--- config.mk ---
export PLATFORM = sky130hd
export DESIGN_NAME = store_unit
export DESIGN_NICKNAME = d
export VERILOG_FILES = /design/src/rtl/store_unit.sv
export SDC_FILE = /design/constraint.sdc
export NUM_CORES = 1
export LEC_CHECK = 0
export BUFFER_PORTS_ARGS = -buffer_cell sky130_fd_sc_hd__buf_2
export CAP_MARGIN = 0
export CORE_MARGIN = 2
export CORE_UTILIZATION = 52
export CTS_CLUSTER_SIZE = 16
export DETAILED_ROUTE_END_ITERATION = 8
export HOLD_SLACK_MARGIN = 0.12
export PLACE_DENSITY = 0.89
export SLEW_MARGIN = 20
export SYNTH_ARGS = -nofsm -noshare
export SYNTH_HDL_FRONTEND = slang
export SYNTH_SLANG_ARGS = --single-unit
--- constraint.sdc ---
create_clock -name clk -period 4.79 [get_ports clk]
set_input_delay 0.7185 -clock clk [delete_from_list [all_inputs] [get_ports clk]]
set_output_delay 0.7185 -clock clk [all_outputs]
set_load 0.01 [all_outputs]
--- src/rtl/store_unit.sv ---
// Store unit: aligns and lane-formats SB/SH/SW requests, queues them in an in-order
// store buffer and drains them to the data-memory write port over req/gnt.
package store_unit_pkg;
  localparam int XLEN = 32;
  typedef enum logic [2:0] {
    MEM_BYTE   = 3'd0,
    MEM_HALF   = 3'd1,
    MEM_WORD   = 3'd2,
    MEM_BYTE_U = 3'd4,
    MEM_HALF_U = 3'd5
  } mem_op_e;
endpackage

module store_unit
  import store_unit_pkg::*;
#(
  parameter int DEPTH = 2,
  parameter int CNT_W = $clog2(DEPTH + 1)
) (
  input  logic            clk,
  input  logic            rst,
  input  logic            st_valid,
  output logic            st_ready,
  input  logic [XLEN-1:0] st_addr,
  input  logic [XLEN-1:0] st_wdata,
  input  mem_op_e         st_op,
  output logic            st_misaligned,
  output logic            mem_req,
  input  logic            mem_gnt,
  output logic [XLEN-1:0] mem_addr,
  output logic [XLEN-1:0] mem_wdata,
  output logic [3:0]      mem_be,
  input  logic [XLEN-1:0] ld_check_addr,
  output logic            ld_hazard,
  output logic            buf_empty,
  output logic [CNT_W-1:0] buf_count
);
  localparam int PTR_W = (DEPTH > 1) ? $clog2(DEPTH) : 1;

  logic [XLEN-1:0]  r_addr  [DEPTH];
  logic [XLEN-1:0]  r_wdata [DEPTH];
  logic [3:0]       r_be    [DEPTH];
  logic [DEPTH-1:0] r_valid;
  logic [PTR_W-1:0] r_rd_ptr;
  logic [PTR_W-1:0] r_wr_ptr;
  logic [CNT_W-1:0] r_count;

  logic            w_misaligned;
  logic [XLEN-1:0] w_fmt_wdata;
  logic [3:0]      w_fmt_be;
  logic [XLEN-1:0] w_fmt_addr;
  logic            w_enq;
  logic            w_deq;
  logic            w_hit;

  // Alignment check and lane replication; unknown encodings behave as word stores
  always_comb begin
    w_misaligned = 1'b0;
    w_fmt_wdata  = st_wdata;
    w_fmt_be     = 4'b1111;
    case (st_op)
      MEM_BYTE, MEM_BYTE_U: begin
        w_misaligned = 1'b0;
        w_fmt_wdata  = {4{st_wdata[7:0]}};
        w_fmt_be     = 4'b0001 << st_addr[1:0];
      end
      MEM_HALF, MEM_HALF_U: begin
        w_misaligned = st_addr[0];
        w_fmt_wdata  = {2{st_wdata[15:0]}};
        w_fmt_be     = st_addr[1] ? 4'b1100 : 4'b0011;
      end
      default: begin
        w_misaligned = |st_addr[1:0];
        w_fmt_wdata  = st_wdata;
        w_fmt_be     = 4'b1111;
      end
    endcase
  end

  assign w_fmt_addr    = {st_addr[XLEN-1:2], 2'b00};
  assign st_ready      = (r_count != CNT_W'(DEPTH));
  assign st_misaligned = st_valid & w_misaligned;
  assign w_enq         = st_valid & st_ready & ~w_misaligned;
  assign buf_empty     = (r_count == CNT_W'(0));
  assign buf_count     = r_count;
  assign mem_req       = ~buf_empty;
  assign w_deq         = mem_req & mem_gnt;
  assign mem_addr      = r_addr[r_rd_ptr];
  assign mem_wdata     = r_wdata[r_rd_ptr];
  assign mem_be        = r_be[r_rd_ptr];

  // Word-address match against every valid entry, including a head granted this cycle
  always_comb begin
    w_hit = 1'b0;
    for (int i = 0; i < DEPTH; i++) begin
      if (r_valid[i] && (r_addr[i][XLEN-1:2] == ld_check_addr[XLEN-1:2])) begin
        w_hit = 1'b1;
      end else begin
        w_hit = w_hit;
      end
    end
  end

  assign ld_hazard = w_hit;

  // Entry payload, written only at enqueue
  always_ff @(posedge clk) begin
    if (w_enq) begin
      r_addr[r_wr_ptr]  <= w_fmt_addr;
      r_wdata[r_wr_ptr] <= w_fmt_wdata;
      r_be[r_wr_ptr]    <= w_fmt_be;
    end
  end

  // Pointers, valid bits and occupancy; reset wins over a coincident grant
  always_ff @(posedge clk) begin
    if (rst) begin
      r_rd_ptr <= PTR_W'(0);
      r_wr_ptr <= PTR_W'(0);
      r_count  <= CNT_W'(0);
      r_valid  <= '0;
    end else begin
      if (w_enq) begin
        r_valid[r_wr_ptr] <= 1'b1;
        r_wr_ptr          <= r_wr_ptr + PTR_W'(1);
      end
      if (w_deq) begin
        r_valid[r_rd_ptr] <= 1'b0;
        r_rd_ptr          <= r_rd_ptr + PTR_W'(1);
      end
      case ({w_enq, w_deq})
        2'b10:   r_count <= r_count + CNT_W'(1);
        2'b01:   r_count <= r_count - CNT_W'(1);
        default: r_count <= r_count;
      endcase
    end
  end
endmodule
==> results by group, run 1 <==
Synthesis
  – Synth top area cells: edfxtp_1 (65%), mux2_2 (15%), xnor2_1 (4.7%), xor2_1 (4.4%), dfxtp_1 (2.3%)
  – Mean post-synth cell area: 16.2 um^2
  – Mapped cell area: 0.00612 mm^2
  – Syn. warnings: 0
  – Synth Instances: 377
  – FF+latch count, synth: 139
  – Sequential element share of the synthesized area: 67.0%
  – Area leader, netlist: edfxtp_1
  – Share of Yosys cell area claimed by the top area cell type: 64.7%
  – Yosys cell types: 30

Clock tree
  – Total clock buffers created by CTS: 17
  – H-tree depth: 4
  – CTS Sinks: 139
  – Clock slew at reported path FFs: 60 ps
  – Setup Buffers After CTS: 0
  – CTS Hold Buffers Added: 0
  – CTS tree: done
  – CTS resizes: 0
  – Root buffer cell: clkbuf_16
  – Worst-Skew Late Latency: 410 ps
  – CTS max path bufs: 2

Setup path
  – Worst EP arrival: 2420 ps
  – Crit. End Element: output port
  – Worst endpoint required time: 4070 ps
  – Crit path kind: register to output port
  – Crit-path max FO: 36
  – Worst setup SP type: register

Route
  – Avg WL per Cell: 18.8 um
  – Drt via density: 5.33
  – Via count: 3,822
  – Initial DRC count: 125
  – DR DRC count: 0
  – Final ANT Viol Nets: 0
  – Final WL: 13,500 um
  – TritonRoute pass-1 iters: 4

STA
  – Hold Fails Final Rpt: 0
  – Period utilization: 65.5%
  – Final setup fails: 0
  – Skew final: 5.91 ps
  – Slew headroom: 40.0%
  – Tightest Pin Transition: 900 ps
  – Count of pins over their slew limit: 0
  – RSZ-0062 raised after global routing: false
  – Fmax: 319 MHz
  – Setup TNS: 0 ps
  – Post-layout min period: 3140 ps

Global routing
  – Gr ovfl total: 0
  – Initial antenna violation count: 1
  – Largest net degree at the start of global routing: 37
  – First-pass GRT wire length: 21,000 um
  – Via count of the first global-routing pass: 4,101
  – Total track usage: 21.9%

Pwr
  – Int Pwr: 2.73 mW
  – Max IR drop VDD: 0.277 mV
  – Reg power frac: 41.4%
  – Switching portion of total power: 25.7%
  – Switching Power: 0.943 mW
  – Leakage: 2.95 nW
  – Final Total Pwr: 3.67 mW
  – PwrDens: 471 mW/mm^2
  – Comb power frac: 19.8%
  – Power share of the clock group: 38.8%

Hold path
  – Hold WC Path Type: register to register

Die
  – Starting density of the core: 53.4%
  – Core area: 0.0115 mm^2
  – # IOs: 178
  – Total die area: 0.0127 mm^2
  – Die W: 113 um
  – Die height: 113 um
  – Core Rows: 39

Layout
  – Multi-input gate area: 0.00195 mm^2
  – Nets: 664
  – Area growth from synthesis to layout: 27.4%
  – Sequential Area: 0.00411 mm^2
  – Filler cells: 816
  – Layout cell share with drive strength beyond 1: 51.5%

Place
  – Gpl congestion: 0.803
  – Port Buffers: 172
  – Post-DP HPWL: 9460 um

Outcome
  – Status: complete, no violations

Run
  – Max cap viols: 0
## registers in the layout, indices dropped and copies added (netlist names), named ones only
name / flops
r_rd_ptr: 1
r_wdata: 64
r_addr: 60
r_be: 8
r_valid: 2
buf_count: 2
r_wr_ptr: 1
## final timing paths
check,cells past startpoint,endpoint,from,slack [ps]
worst max-delay path,3,mem_addr[31],register,1650
worst min-delay path,1,r_valid[1],r_valid[1],480
worst min register to register,1,r_valid[1],r_valid[1],480
worst max register to register,5,buf_count[1],buf_count[0],2880
## cells by family (layout without fill, tap and decap cells)
kind of cell             count (synthesis)  in the layout  synth area share (%)
AO/OA/AOI/OAI                           21             21                  2.02
buffers and inverters                   18            213                  1.39
other                                    1              3                0.0613
XOR/XNOR                                64             64                  9.16
AND/OR/NAND/NOR                         43             43                  3.74
adder cells (fa/ha/maj)                  1              1                 0.204
flip-flops                             139            139                  67.0
multiplexers                            90             90                  16.4
## Yosys cell counts
master      n
a21oi_1     3
mux2i_1     8
or4_1       2
conb_1      1
and2_1      1
or3_1       1
inv_1       4
nor4_1      6
clkbuf_1    4
xnor2_1    33
nand2b_1    2
o21a_1      2
mux2_2     82
xor2_1     31
nor2_1      7
nor2_2      1
nand4_1    11
o21bai_1    2
nor3_1      2
nand2_1     9
buf_4       2
o22ai_1     1
dfxtp_1     7
or2_2       1
a21boi_0    1
edfxtp_1  132
a21o_1      2
o21ai_0    10
buf_2       8
ha_1        1
## power groups by stage
stage                     Sequential, mW  Combinational [mW]  Clock (mW)
after floorplan                     1.50               0.479           0
after global placement              1.54               0.715           0
after detailed placement            1.54               0.728           0
after CTS                           1.52               0.736        1.44
after global routing                1.53               0.784        1.50
final                               1.52               0.727        1.42
## metrics by stage
stage | instances | hold WS (ps) | setup slack (ps) | cell area, um^2 | util, %
floorplan | 378 | 440 | 361 | 6130 | -
global placement | 684 | 452 | 1970 | 7150 | 62.3
detailed placement | 684 | 463 | 1960 | 7150 | 62.3
CTS | 716 | 478 | 1610 | 7800 | 68.0
global route | 716 | 479 | 1510 | 7800 | 68.0
finish | 717 | 484 | 1650 | 7800 | 68.0
## cell type report
| cell class | count | share of cell area (%) |
|---|---|---|
| Antenna cell | 1 | 0.0321 |
| Clock buffer | 17 | 5.45 |
| Clock inverter | 15 | 2.84 |
| Inverter | 4 | 0.193 |
| Multi-Input combinational cell | 221 | 25.0 |
| Sequential cell | 139 | 52.6 |
| Tap cell | 143 | 2.29 |
| Timing Repair Buffer | 177 | 11.5 |
## critical path: stages (launching register included)
cell     delay (ps)
dfxtp_2         920
buf_4           520
mux2_2          390
buf_2           150
## cells in the final DEF, fill, tap and decap left out, types with 2 or more instances in the layout
master / netlist / routed
buf_2: 8 / 172
mux2_2: 82 / 82
edfxtp_1: 132 / 132
xor2_1: 31 / 31
clkinv_2: 0 / 2
o21a_1: 2 / 2
buf_4: 2 / 5
o21bai_1: 2 / 2
a21o_1: 2 / 2
o21ai_0: 10 / 10
inv_1: 4 / 4
nand2b_1: 2 / 2
nor2_1: 7 / 5
nand2_1: 9 / 9
nor2_4: 0 / 2
dfxtp_1: 7 / 6
inv_6: 0 / 2
conb_1: 1 / 2
nor4_1: 6 / 6
xnor2_1: 33 / 33
clkinv_4: 0 / 2
clkbuf_16: 0 / 17
nor3_1: 2 / 2
mux2i_1: 8 / 8
or4_1: 2 / 2
nand4_1: 11 / 11
clkinvlp_4: 0 / 3
a21oi_1: 3 / 3
bufinv_16: 0 / 5
## layer usage
metal  vias to the layer above  share of wire, %  global-route usage, %
li1                       1791                 -                      -
met1                      1851                40                   25.4
met2                       157                50                   37.7
met3                        23               8.2                   7.99
met4                         0               1.8                   7.80
met5                         -                 0                      0
(Power assumes the default switching activity.)
==> inputs of run 2 (changes only) <==
--- a/config.mk
+++ b/config.mk
@@ -5,14 +5,15 @@
 export SDC_FILE = /design/constraint.sdc
 export NUM_CORES = 1
 export LEC_CHECK = 0
+export ABC_AREA = 1
 export BUFFER_PORTS_ARGS = -buffer_cell sky130_fd_sc_hd__buf_2
 export CAP_MARGIN = 0
 export CORE_MARGIN = 2
-export CORE_UTILIZATION = 52
+export CORE_UTILIZATION = 48
 export CTS_CLUSTER_SIZE = 16
 export DETAILED_ROUTE_END_ITERATION = 8
 export HOLD_SLACK_MARGIN = 0.12
-export PLACE_DENSITY = 0.89
+export PLACE_DENSITY = 0.86
 export SLEW_MARGIN = 20
 export SYNTH_ARGS = -nofsm -noshare
 export SYNTH_HDL_FRONTEND = slang
==> constraint.sdc (replaced) <==
create_clock -name clk -period 2.8 [get_ports clk]
set_input_delay 0.42 -clock clk [delete_from_list [all_inputs] [get_ports clk]]
set_output_delay 0.42 -clock clk [all_outputs]
set_load 0.01 [all_outputs]
==> run 2 against run 1 <==
  * First-iteration DRC count grew to 2.9 times the previous value
  * Via count grew 30%
  * Hold slack worse by 300 ps
  * Total power increased by 57%
  * Critical path depth is 1 higher
  * Utilization is 6.1 points lower
  * Critical path type unchanged
  * Largest power group unchanged
==> results by group, run 2 <==
Outcome
  – Status: complete, no violations

Route
  – TritonRoute pass-1 iters: 5 (+1)
  – Final WL: 14,900 um (+11%)
  – DR DRC count: 0 (unchanged)
  – Via count: 4,953 (+30%)
  – Metal2 WL: 7250 um (+7.0%)
  – Initial DRC count: 363 (+190%)
  – Met1 Routed Length: 5860 um (+8.9%)
  – Avg WL per Cell: 14.9 um (-21%)
  – Drt via density: 4.94 (-7.3%)
  – DR WL met3: 1290 um (+16%)
  – Final ANT Viol Nets: 0 (unchanged)
  – Highest Signal Layer: met4

Layout
  – Finished Cell Area: 0.00823 mm^2 (+5.5%)
  – Max reg flops: 64 (unchanged)
  – Leading cell types in the layout, fill and taps excluded: nand2_1 (208), buf_2 (172), edfxtp_1 (132)
  – Layout cell share with drive strength beyond 1: 31.7% (-20 points)
  – Area growth from synthesis to layout: 25.6%
  – Regs by FF count: r_wdata x64, r_addr x60, r_be x8
  – Largest register by flop count: r_wdata
  – Nets: 917 (+38%)
  – Post-layout util: 61.9% (-6.1 points)
  – N_diodes: 0 (-1)
  – Commonest non-fill, non-tap cell in the layout: nand2_1
  – Non-Filler Instances: 1,002 (+40%)

Hold path
  – Min-delay src: st_addr[17]
  – Min-Delay Endpoint: r_addr[1][15]
  – Hold WC Path Type: input pin to register
  – Hold Crit Depth: 1 (unchanged)

STA
  – Post-layout min period: 2310 ps
  – Period utilization: 82.6%
  – RSZ-0062 raised after global routing: false
  – Count of pins over their slew limit: 0 (unchanged)
  – Fmax: 432 MHz
  – WHS: 189 ps (-295 ps)
  – Final setup fails: 0 (unchanged)
  – Setup ws final: 488 ps (-1170 ps)
  – Tightest Pin Transition: 764 ps (-136 ps)
  – Setup TNS: 0 ps (unchanged)
  – Hold Fails Final Rpt: 0 (unchanged)
  – Skew final: 6.69 ps (+0.782 ps)
  – Slew headroom: 49.1% (+9.1 points)

Synthesis
  – Mapped cell area: 0.00655 mm^2 (+7.0%)
  – FF+latch count, synth: 139 (unchanged)
  – Primary FF master, synth: edfxtp_1
  – Syn. warnings: 0 (unchanged)
  – Sequential element share of the synthesized area: 62.6% (-4.4 points)
  – Synth top area cells: edfxtp_1 (60%), nand2_1 (12%), mux2_2 (7.2%), inv_1 (5.5%), xnor2_1 (2.8%)
  – Area leader, netlist: edfxtp_1
  – Count leader, synth: nand2_1
  – Async SR Flop Fraction: 0% (unchanged)
  – Mean post-synth cell area: 10.4 um^2 (-36%)
  – Synth Instances: 630 (+67%)
  – Commonest cells in the netlist: nand2_1 (208), edfxtp_1 (132), inv_1 (96)
  – Post-synth EDFFs: 132 (unchanged)
  – Yosys cell types: 28 (-6.7%)
  – Share of Yosys cell area claimed by the top area cell type: 60.5% (-4.3 points)

Clock tree
  – Root buffer cell: clkbuf_16
  – Worst-Skew Late Latency: 420 ps (about the same)
  – Clock slew at reported path FFs: 60 ps (about the same)
  – Setup Buffers After CTS: 0 (unchanged)
  – CTS tree: done
  – Total clock buffers created by CTS: 17 (unchanged)
  – CTS Sinks: 139 (unchanged)
  – CTS resizes: 0 (unchanged)
  – CTS max path bufs: 2 (unchanged)
  – CTS Hold Buffers Added: 0 (unchanged)
  – H-tree depth: 4 (unchanged)

Die
  – # IOs: 178 (unchanged)
  – Core Rows: 42 (+7.7%)
  – Starting density of the core: 49.3% (-4.1 points)
  – Core area: 0.0133 mm^2 (+16%)
  – Die W: 121 um (+7.4%)
  – Total die area: 0.0146 mm^2 (+15%)
  – Die height: 121 um (+7.4%)

Pwr
  – Comb power frac: 15.6% (-4.2 points)
  – Switching portion of total power: 25.2% (-0.49 points)
  – Final Total Pwr: 5.76 mW (+57%)
  – Switching Power: 1.45 mW (+54%)
  – PwrDens: 700 mW/mm^2 (+49%)
  – Power share of the clock group: 40.5% (+1.7 points)
  – Leakage: 3.69 nW (+25%)
  – Int Pwr: 4.31 mW (+58%)
  – Reg power frac: 43.9% (+2.5 points)
  – Max IR drop VDD: 0.455 mV (+64%)

Global routing
  – Total track usage: 20.8% (-1.1 points)
  – First-pass GRT wire length: 23,000 um (+9.2%)
  – Gr ovfl total: 0 (unchanged)
  – Largest net degree at the start of global routing: 63 (+70%)
  – Via count of the first global-routing pass: 4,822 (+18%)
  – Initial antenna violation count: 0 (-1)

Setup path
  – Worst reg2reg endpoint: r_wdata[1][8]
  – Worst endpoint required time: 2380 ps (-1690 ps)
  – Crit. End Element: output port
  – Crit-path max FO: 62 (+72%)
  – Worst setup SP type: register
  – R2R Setup Slk: 1120 ps (-1760 ps)
  – Crit path kind: register to output port
  – Worst EP arrival: 1890 ps (-530 ps)
  – Cells on worst reg2reg path: 5 (unchanged)
  – RR Startpoint: buf_count[0]

Place
  – Placed insts: 970 (+42%)
  – Post-DP HPWL: 11,000 um (+16%)
  – Post-Place Cell Area: 0.00761 mm^2 (+6.4%)
  – Gpl congestion: 0.873 (+8.7%)
  – Place WS: 753 ps (-1210 ps)
  – Port Buffers: 172 (unchanged)

Run
  – Max cap viols: 0 (unchanged)
run 2: cell types whose count changed in the layout (fill, tap and decap cells not counted), moves of 11 or more:
cell | before | now
inv_1 | 4 | 95
xor2_1 | 31 | 2
mux2_2 | 82 | 42
a21oi_1 | 3 | 14
nand2_1 | 9 | 208
xnor2_1 | 33 | 21
nor2_1 | 5 | 38
o21ai_0 | 10 | 26
run 2: cell families (layout without fill, tap and decap cells):
kind of cell | count (synthesis) | after routing | synth area share, %
XOR/XNOR | 23 | 23 | 3.07
AO/OA/AOI/OAI | 46 | 46 | 3.91
adder cells (fa/ha/maj) | 1 | 1 | 0.191
multiplexers | 42 | 42 | 7.22
flip-flops | 139 | 139 | 62.6
buffers and inverters | 114 | 309 | 7.05
AND/OR/NAND/NOR | 264 | 264 | 15.9
other | 1 | 2 | 0.0572
run 2: power by group through the flow:
stage          Sequential [mW]  Clock (mW)  Combinational (mW)
3_5_place_dp              2.57           0               0.896
3_3_place_gp              2.57           0               0.879
2_1_floorplan             2.51           0               0.566
5_1_grt                   2.55        2.46               0.985
6_report                  2.53        2.33               0.899
4_1_cts                   2.53        2.36               0.904
run 2: worst max-delay path by stage:
stage	end	start	cells after the start
after global placement	r_wdata[1][11]	st_op[1]	7
after CTS	mem_addr[26]	register	4
after detailed placement	r_wdata[1][11]	st_op[1]	7
after global routing	mem_addr[24]	register	4
after floorplan	r_addr[1][0]	st_op[1]	6
final	mem_addr[14]	register	4
run 2: worst max-delay path, cell delays in order, from the launching register on:
cell	delay (ps)
dfxtp_4	840
buf_4	310
nand2_1	60
o21ai_0	90
buf_2	170
run 2: routing by layer:
| layer | global-route usage (%) | vias to the layer above |
|---|---|---|
| met1 | 24.1 | 2238 |
| met4 | 11.0 | 0 |
| li1 | - | 2405 |
| met2 | 35.2 | 275 |
| met5 | 0 | - |
| met3 | 5.75 | 35 |
run 2: area by class of cell:
cell class | count | area (um^2)
fill | 1036 | 5070
sequential | 139 | 4110
multi-input combinational | 378 | 1990
timing repair buffer | 179 | 913
clock buffer | 17 | 425
inverter | 98 | 375
tap | 176 | 220
clock inverter | 15 | 196
==> inputs of run 3 (changes only) <==
--- a/config.mk
+++ b/config.mk
@@ -5,15 +5,15 @@
 export SDC_FILE = /design/constraint.sdc
 export NUM_CORES = 1
 export LEC_CHECK = 0
-export ABC_AREA = 1
+export ABC_AREA = 0
 export BUFFER_PORTS_ARGS = -buffer_cell sky130_fd_sc_hd__buf_2
 export CAP_MARGIN = 0
 export CORE_MARGIN = 2
-export CORE_UTILIZATION = 48
+export CORE_UTILIZATION = 47
 export CTS_CLUSTER_SIZE = 16
 export DETAILED_ROUTE_END_ITERATION = 8
 export HOLD_SLACK_MARGIN = 0.12
-export PLACE_DENSITY = 0.86
+export PLACE_DENSITY = 0.85
 export SLEW_MARGIN = 20
 export SYNTH_ARGS = -nofsm -noshare
 export SYNTH_HDL_FRONTEND = slang
==> constraint.sdc (replaced) <==
create_clock -name clk -period 1.9 [get_ports clk]
set_input_delay 0.285 -clock clk [delete_from_list [all_inputs] [get_ports clk]]
set_output_delay 0.285 -clock clk [all_outputs]
set_load 0.01 [all_outputs]
==> run 3 against run 2 <==
  * The run now ends with negative setup slack left
  * Sequential power grew 49%
  * Final cell count shrank 21%
  * Highest routed layer unchanged
  * Flip-flop and latch count is the same
  * Total power grew 57%
  * Utilization grew 4.1 points
  * Clock-buffer cell count grew 2
  * Via count shrank 18%
==> results by group, run 3 (synthesis gave the netlist of run 1 again) <==
Layout
  – Leading cell types in the layout, fill and taps excluded: buf_2 (172), edfxtp_1 (132), mux2_2 (82)
  – Layout cell share with drive strength beyond 1: 50.4% (+19 points)
  – Commonest non-fill, non-tap cell in the layout: buf_2
  – Filler cells: 894 (-14%)
  – Largest register by flop count: r_wdata
  – Finished Cell Area: 0.00836 mm^2 (+1.6%)
  – Non-Filler Instances: 790 (-21%)
  – Nets: 710 (-23%)
  – Max reg flops: 64 (unchanged)
  – Regs by FF count: r_wdata x64, r_addr x60, r_be x8
  – Area growth from synthesis to layout: 36.6%

Global routing
  – Initial antenna violation count: 1 (+1)
  – First-pass GRT wire length: 22,400 um (-2.5%)
  – Largest net degree at the start of global routing: 37 (-41%)
  – Gr ovfl total: 0 (unchanged)
  – Via count of the first global-routing pass: 4,400 (-8.8%)
  – Total track usage: 21.0% (+0.20 points)

Route
  – Final WL: 14,800 um (-0.93%)
  – Initial DRC count: 225 (-38%)
  – Final ANT Viol Nets: 0 (unchanged)
  – Via count: 4,048 (-18%)
  – Avg WL per Cell: 18.7 um (+26%)
  – TritonRoute pass-1 iters: 5 (unchanged)
  – Drt via density: 5.12 (+3.7%)
  – DR DRC count: 0 (unchanged)

Die
  – # IOs: 178 (unchanged)
  – Die W: 118 um (-2.2%)
  – Die height: 118 um (-2.2%)
  – Core area: 0.0127 mm^2 (-4.7%)
  – Starting density of the core: 48.3% (-0.97 points)
  – Core Rows: 41 (-2.4%)
  – Total die area: 0.0140 mm^2 (-4.4%)

Run
  – Max cap viols: 0 (unchanged)

Outcome
  – Status: complete, but fails checks
  – Failing checks: negative setup slack

STA
  – Setup TNS: -435 ps (-435 ps)
  – Skew final: 8.19 ps (+1.50 ps)
  – Setup ws final: -435 ps (-923 ps)
  – Final setup fails: 1 (+1)
  – Count of pins over their slew limit: 0 (unchanged)
  – Fmax: 428 MHz
  – Post-layout min period: 2340 ps
  – RSZ-0062 raised after global routing: true
  – Hold Fails Final Rpt: 0 (unchanged)
  – Period utilization: 123%

Setup path
  – Worst EP arrival: 2050 ps (+160 ps)
  – R2R Setup Slk: 90 ps (-1030 ps)
  – Worst setup SP type: register
  – Worst endpoint required time: 1620 ps (-760 ps)
  – Crit path kind: register to output port
  – Crit. End Element: output port
  – Crit-path max FO: 2 (-97%)

Place
  – Gpl congestion: 0.859 (-1.5%)
  – Placed insts: 719 (-26%)
  – Post-Place Cell Area: 0.00732 mm^2 (-3.8%)
  – Post-DP HPWL: 9630 um (-12%)
  – Port Buffers: 172 (unchanged)
  – Place WS: -48.2 ps (-801 ps)

Clock tree
  – Clock slew at reported path FFs: 50 ps (about the same)
  – CTS Sinks: 139 (unchanged)
  – Total clock buffers created by CTS: 17 (unchanged)
  – CTS max path bufs: 2 (unchanged)
  – H-tree depth: 4 (unchanged)
  – CTS tree: done
  – Setup Buffers After CTS: 0 (unchanged)
  – Root buffer cell: clkbuf_16
  – Worst-Skew Late Latency: 410 ps (about the same)

Pwr
  – Final Total Pwr: 9.01 mW (+57%)
  – PwrDens: 1080 mW/mm^2 (+54%)
  – Leakage: 3.19 nW (-13%)
  – Max IR drop VDD: 0.676 mV (+49%)

Hold path
  – Hold WC Path Type: input pin to register
[run 3: what timing repair did]
| item | CTS | global route |
|---|---|---|
| gates cloned | 0 | 2 |
| setup endpoints to repair | 1 | 3 |
| hold endpoints to repair | 79 | 0 |
| hold buffers | 38 | 0 |
| pin swaps | 13 | 1 |
| gates resized for setup | 8 | 4 |
[run 3: path summary, 6_finish.rpt]
check	from	endpoint	cells past startpoint
worst max-delay path	r_addr[0][3]	ld_hazard	5
worst min-delay path	st_wdata[3]	r_wdata[0][3]	1
worst max register to register	buf_count[1]	buf_count[1]	5
worst min register to register	r_valid[1]	r_valid[1]	1
[run 3: report_power, final]
group,internal (mW),switching [mW]
sequential,3.64,0.141
combinational,1.12,1.08
clock,1.89,1.15
[run 3: metal layers]
metal	vias to the layer above	part of all wire, %	global-route usage, %
met4	0	2.0	9.49
met2	205	52	36.8
met5	-	0	0
met1	1940	38	22.5
met3	27	8.5	7.92
li1	1876	-	-
[run 3: cell type report]
class                      instances  area, um^2  area share, %
antenna                            1        2.50         0.0299
clock buffer                      19         433           5.18
clock inverter                    11         105           1.26
inverter                           4        15.0          0.180
multi-input combinational        221        2030           24.3
sequential                       139        4110           49.2
tap                              172         215           2.57
timing repair buffer             223        1450           17.3
[run 3: stage by stage]
step / hold slack (ps) / utilization [%]
4_1_cts: 126 / 65.4
6_report: 152 / 66.0
5_1_grt: 138 / 66.0
2_1_floorplan: 348 / -
3_5_place_dp: 478 / 57.7
3_3_place_gp: 459 / 57.7
[run 3: critical path: stages (launching register included)]
cell,delay (ps)
edfxtp_1,430
xnor2_2,160
nand4_1,170
or4_4,580
o22ai_2,140
buf_2,160
